==> config.mk <==
export PLATFORM = sky130hd
export DESIGN_NAME = apb_master_bridge
export DESIGN_NICKNAME = d
export VERILOG_FILES = /design/src/rtl/apb_master_bridge.sv
export SDC_FILE = /design/constraint.sdc
export NUM_CORES = 1
export LEC_CHECK = 0
export BUFFER_PORTS_ARGS = -buffer_cell sky130_fd_sc_hd__clkbuf_2
export CORE_MARGIN = 10
export CORE_UTILIZATION = 48
export CTS_CLUSTER_DIAMETER = 150
export DETAILED_ROUTE_END_ITERATION = 16
export PLACE_DENSITY_LB_ADDON = 0.05
export RECOVER_POWER = 25
export SLEW_MARGIN = 40
export SYNTH_ARGS = -nofsm -noshare
export SYNTH_HDL_FRONTEND = slang
export SYNTH_SLANG_ARGS = --single-unit
==> constraint.sdc <==
create_clock -name PCLK -period 2.3 [get_ports PCLK]
set_clock_uncertainty 0.05 [all_clocks]
set_input_delay 0.46 -clock PCLK [delete_from_list [all_inputs] [get_ports PCLK]]
set_output_delay 0.46 -clock PCLK [all_outputs]
set_load 0.005 [all_outputs]
==> src/rtl/apb_master_bridge.sv <==
// APB requester: turns single valid/ready commands into SETUP/ACCESS transfers,
// honours PREADY wait states and aborts hung transfers with a wait-state watchdog.
module apb_master_bridge #(
  parameter int SEL_BIT = 12,
  parameter int TIMEOUT = 256,
  parameter int TO_W    = 16
) (
  input  logic        PCLK,
  input  logic        PRESETn,
  input  logic        cmd_valid,
  output logic        cmd_ready,
  input  logic        cmd_write,
  input  logic [31:0] cmd_addr,
  input  logic [31:0] cmd_wdata,
  input  logic [2:0]  cmd_prot,
  output logic        rsp_valid,
  output logic [31:0] rsp_rdata,
  output logic        rsp_err,
  output logic        rsp_timeout,
  output logic [31:0] PADDR,
  output logic [31:0] PWDATA,
  output logic        PWRITE,
  output logic [1:0]  PSEL,
  output logic        PENABLE,
  output logic [2:0]  PPROT,
  input  logic [31:0] PRDATA,
  input  logic        PREADY,
  input  logic        PSLVERR
);

  localparam logic [1:0] ST_IDLE   = 2'd0;
  localparam logic [1:0] ST_SETUP  = 2'd1;
  localparam logic [1:0] ST_ACCESS = 2'd2;

  localparam bit              WDOG_EN = (TIMEOUT != 0);
  localparam logic [TO_W-1:0] TO_LAST = TO_W'(TIMEOUT - 1);

  logic [1:0]      state;
  logic [TO_W-1:0] wait_cnt;

  // Read data is only passed through for clean reads; writes and errors return zero.
  function automatic logic [31:0] gate_rdata(input logic wr, input logic err,
                                             input logic [31:0] data);
    return (wr || err) ? 32'd0 : data;
  endfunction

  assign cmd_ready = (state == ST_IDLE);

  always_ff @(posedge PCLK or negedge PRESETn) begin
    if (!PRESETn) begin
      state       <= ST_IDLE;
      wait_cnt    <= '0;
      PADDR       <= '0;
      PWDATA      <= '0;
      PWRITE      <= 1'b0;
      PSEL        <= 2'b00;
      PENABLE     <= 1'b0;
      PPROT       <= '0;
      rsp_valid   <= 1'b0;
      rsp_rdata   <= '0;
      rsp_err     <= 1'b0;
      rsp_timeout <= 1'b0;
    end else begin
      rsp_valid <= 1'b0;
      case (state)
        ST_IDLE: begin
          if (cmd_valid) begin
            PADDR   <= cmd_addr;
            PWDATA  <= cmd_wdata;
            PWRITE  <= cmd_write;
            PPROT   <= cmd_prot;
            PSEL    <= cmd_addr[SEL_BIT] ? 2'b10 : 2'b01;
            PENABLE <= 1'b0;
            state   <= ST_SETUP;
          end
        end
        ST_SETUP: begin
          PENABLE  <= 1'b1;
          wait_cnt <= '0;
          state    <= ST_ACCESS;
        end
        ST_ACCESS: begin
          if (PREADY) begin
            rsp_valid   <= 1'b1;
            rsp_err     <= PSLVERR;
            rsp_timeout <= 1'b0;
            rsp_rdata   <= gate_rdata(PWRITE, PSLVERR, PRDATA);
            PSEL        <= 2'b00;
            PENABLE     <= 1'b0;
            state       <= ST_IDLE;
          end else if (WDOG_EN && (wait_cnt == TO_LAST)) begin
            // Slave never answered: release the bus and report a timeout error.
            rsp_valid   <= 1'b1;
            rsp_err     <= 1'b1;
            rsp_timeout <= 1'b1;
            rsp_rdata   <= 32'd0;
            PSEL        <= 2'b00;
            PENABLE     <= 1'b0;
            state       <= ST_IDLE;
          end else begin
            wait_cnt <= wait_cnt + TO_W'(1);
          end
        end
        default: begin
          PSEL    <= 2'b00;
          PENABLE <= 1'b0;
          state   <= ST_IDLE;
        end
      endcase
    end
  end

endmodule

==> results.py <==
metrics = {
    "final_layout": {
        "postLayoutCellArea_um2": 6830,
        "syn_to_final_growth_pct": 36.2,
        "final_cell_mix": "clkbuf_2, dfrtp_1, mux2_2",
        "drive_above_1_share": 0.586,
        "final_common_cell": "clkbuf_2",
        "final_nets": 666,
        "n_antenna_cell": 0,
    },
    "placement": {
        "hpwl_um": 10000,
        "gp_congestion": 0.806,
        "io_buffers": 211,
        "placed_area_um2": 6220,
    },
    "worst_setup_path": {
        "critical-path-top-delay-family": "simple AND/OR/NAND/NOR gates",
        "cp_cell_sequence": "ha_1 -> nand4_2 -> and4b_2 -> o21ai_4 -> buf_12 -> mux2_2",
        "critical_path_buf_inv_count": 1,
        "worstPathRequired_ns": 2.66,
        "worstSetupEndpointType": "flop",
        "reg2reg_slack_ns": 0.21,
        "slowest_delay_ns": 0.42,
        "reg2regPathDepth": 6,
        "timing.rr.end": "rsp_err",
        "critical_path_class": "flop to flop",
        "cp_slowest_cell": "dfrtp_1",
        "crit_arrival_ns": 2.45,
        "critPathLaunchType": "flop",
        "crit_fanout": 34,
        "r2r-start": "wait_cnt[0]",
    },
    "yosys": {
        "synthesis.nets": 448,
        "syn_avg_cell_area_um2": 14.7,
        "ys.flop_type": "dfrtp_1",
        "synth_warnings": 0,
        "yosysSeqAreaShare": 0.614,
        "async_flop_share": 1.00,
        "synthCells": 342,
        "ys_seq_elements": 123,
        "syn_area_um2": 5010,
        "synth_enable_flop_cells": 0,
        "synth_cell_types": 46,
    },
    "floorplanning": {
        "initial_core_util": 0.490,
        "coreArea_um2": 10200,
        "design.die.area_um2": 14900,
        "die_w_um": 122,
        "die_h_um": 122,
        "io_pins": 212,
        "rows": 37,
    },
    "sta": {
        "min_period_ns": 2.09,
        "setup_viol_count_final": 0,
        "clock.fmax_mhz": 478,
        "period_share": 0.910,
        "rsz0062_at_grt": "false",
        "worst_slew_pin_slew_ns": 0.734,
        "slew_headroom": 0.511,
        "hold_viol_final": 0,
        "finalSetupTns_ns": 0,
        "maxSlewViolCount": 0,
    },
    "power": {
        "power_density_nw_per_um2": 1370,
        "ir_drop_mv": 0.648,
        "power.total_w": 0.00936,
        "p_leak_nw": 3.36,
    },
    "clocking": {
        "htreeDepth": 4,
        "cts_root_buffer": "clkbuf_8",
        "cts_buffer_depth": 2,
        "cts_tree": "done",
        "cts_buffers": 17,
        "clk_latency_ns": 0.52,
        "cts_setup_buffers": 0,
        "clkTransAtPathRegs_ns": 0.06,
        "cts.sinks": 123,
    },
    "hold_path": {
        "min_path_cells": 2,
        "min_from": "PRDATA[17]",
        "hp-class": "primary input to flop",
        "hold_end": "rsp_rdata[17]",
    },
    "route": {
        "firstDrtPassIters": 4,
        "drt-total-wl_um": 13300,
        "drtAntennaViolNets": 0,
        "num_vias": 3661,
        "drt-initial-drc-count": 134,
        "wl_per_cell_um": 18.8,
        "remaining_drc_errors": 0,
        "vias_per_cell": 5.16,
    },
    "global_routing": {
        "overflow": 0,
        "grt_pass1_wl_um": 21000,
        "grt_max_degree": 52,
        "grt_pass1_vias": 4057,
        "antenna_found_initial": 0,
        "groute.usage.overall": 0.180,
    },
    "run_status": {
        "status": "finished clean",
    },
    "flow_run": {
        "maxCapViolCount": 0,
    },
}
==> flip-flops by register name, indices dropped and copies added, names as in the netlist <==
register,flops
rsp_timeout,1
wait_cnt,16
rsp_err,1
rsp_rdata,32
state,2
PPROT,3
PWRITE,1
PWDATA,32
PADDR,32
rsp_valid,1
PSEL,2
==> kinds of logic after synthesis <==
| group | Yosys count | share of synthesized area |
|---|---|---|
| xor gates and xnor gates | 1 | 0.00175 |
| and+or+nand+nor | 59 | 0.0869 |
| DFF | 123 | 0.614 |
| muxes | 77 | 0.171 |
| adders and majority gates | 1 | 0.00250 |
| buffers and inverters | 24 | 0.0315 |
| AOI/OAI and AO/OA | 57 | 0.0924 |
==> final cells by class <==
cell class              count  area, um^2
clock buffers              17         414
inverters                   2        7.51
fillers                   809        3400
clock inverters            15         213
repair buffers            221        1160
flip-flops and latches    123        3080
multi-input cells         195        1790
well taps                 136         170
==> worst reg2reg max path, stage by stage (launching register included) <==
cell and delay [ns]:
dfrtp_1 0.42, ha_1 0.27, nand4_2 0.18, and4b_2 0.33, o21ai_4 0.18, buf_12 0.21
mux2_2 0.35
==> worst max-delay path by stage <==
stage,endpoint,cells past startpoint,slack [ns],startpoint
4_1_cts,rsp_err,6,0.14,wait_cnt[0]
3_3_place_gp,rsp_err,6,0.21,wait_cnt[0]
3_5_place_dp,rsp_err,6,0.17,wait_cnt[0]
6_report,rsp_err,6,0.21,wait_cnt[0]
5_1_grt,wait_cnt[0],6,0.09,wait_cnt[0]
2_1_floorplan,rsp_err,6,0.41,wait_cnt[0]
==> Yosys cell counts, types with 2 or more instances <==
cell type  instances  area (um^2)
buf_6              6         67.6
o2bb2ai_1          2         17.5
dfrtp_1          123         3080
mux2_2            69          777
buf_2              9         45.0
a31oi_1            2         12.5
a21oi_1            6         30.0
mux2i_1            8         80.1
nand4b_1           2         17.5
nor4_4             4         85.1
buf_4              3         22.5
nand4_1            4         25.0
nor4_2             2         25.0
nand3_1            7         35.0
clkbuf_1           4         15.0
o211ai_1           2         15.0
a22o_1            32          280
o41ai_1            2         17.5
o21ai_0            2         10.0
nand2_1           14         52.6
nand2b_1           3         18.8
nor2_1             7         26.3
inv_1              2         7.51
nor3b_2            2         25.0
or3_1              2         12.5
o31ai_1            2         15.0
o311ai_1           2         17.5
==> repair_timing <==
action,4_1_cts,5_1_grt
setup endpoints to repair,0,1
hold endpoints to repair,29,0
resized for setup,0,1
hold buffers,1,0
==> stage by stage <==
stage	worst slack (ns)	hold WS, ns	cells	utilization
after floorplan	0.411	0.114	342	-
after global placement	0.208	0.376	676	0.608
after detailed placement	0.170	0.376	676	0.608
after CTS	0.139	0.0686	709	0.670
after global routing	0.0947	0.0740	709	0.667
final	0.206	0.0957	709	0.667
==> power breakdown <==
part / total, W / internal [W] / switching (W)
registers: 0.00367 / 0.00313 / 0.000542
clock network: 0.00280 / 0.00178 / 0.00102
logic: 0.00288 / 0.00162 / 0.00126
total: 0.00936 / 0.00653 / 0.00282
==> routing by layer <==
| metal | share of wire | up-vias | track usage |
|---|---|---|---|
| met5 | 0 | - | 0 |
| met4 | 0.024 | 0 | 0.0758 |
| met3 | 0.10 | 21 | 0.0999 |
| met2 | 0.51 | 141 | 0.298 |
| met1 | 0.36 | 1789 | 0.186 |
| li1 | - | 1710 | - |
Power figures use the tool's default switching activity.
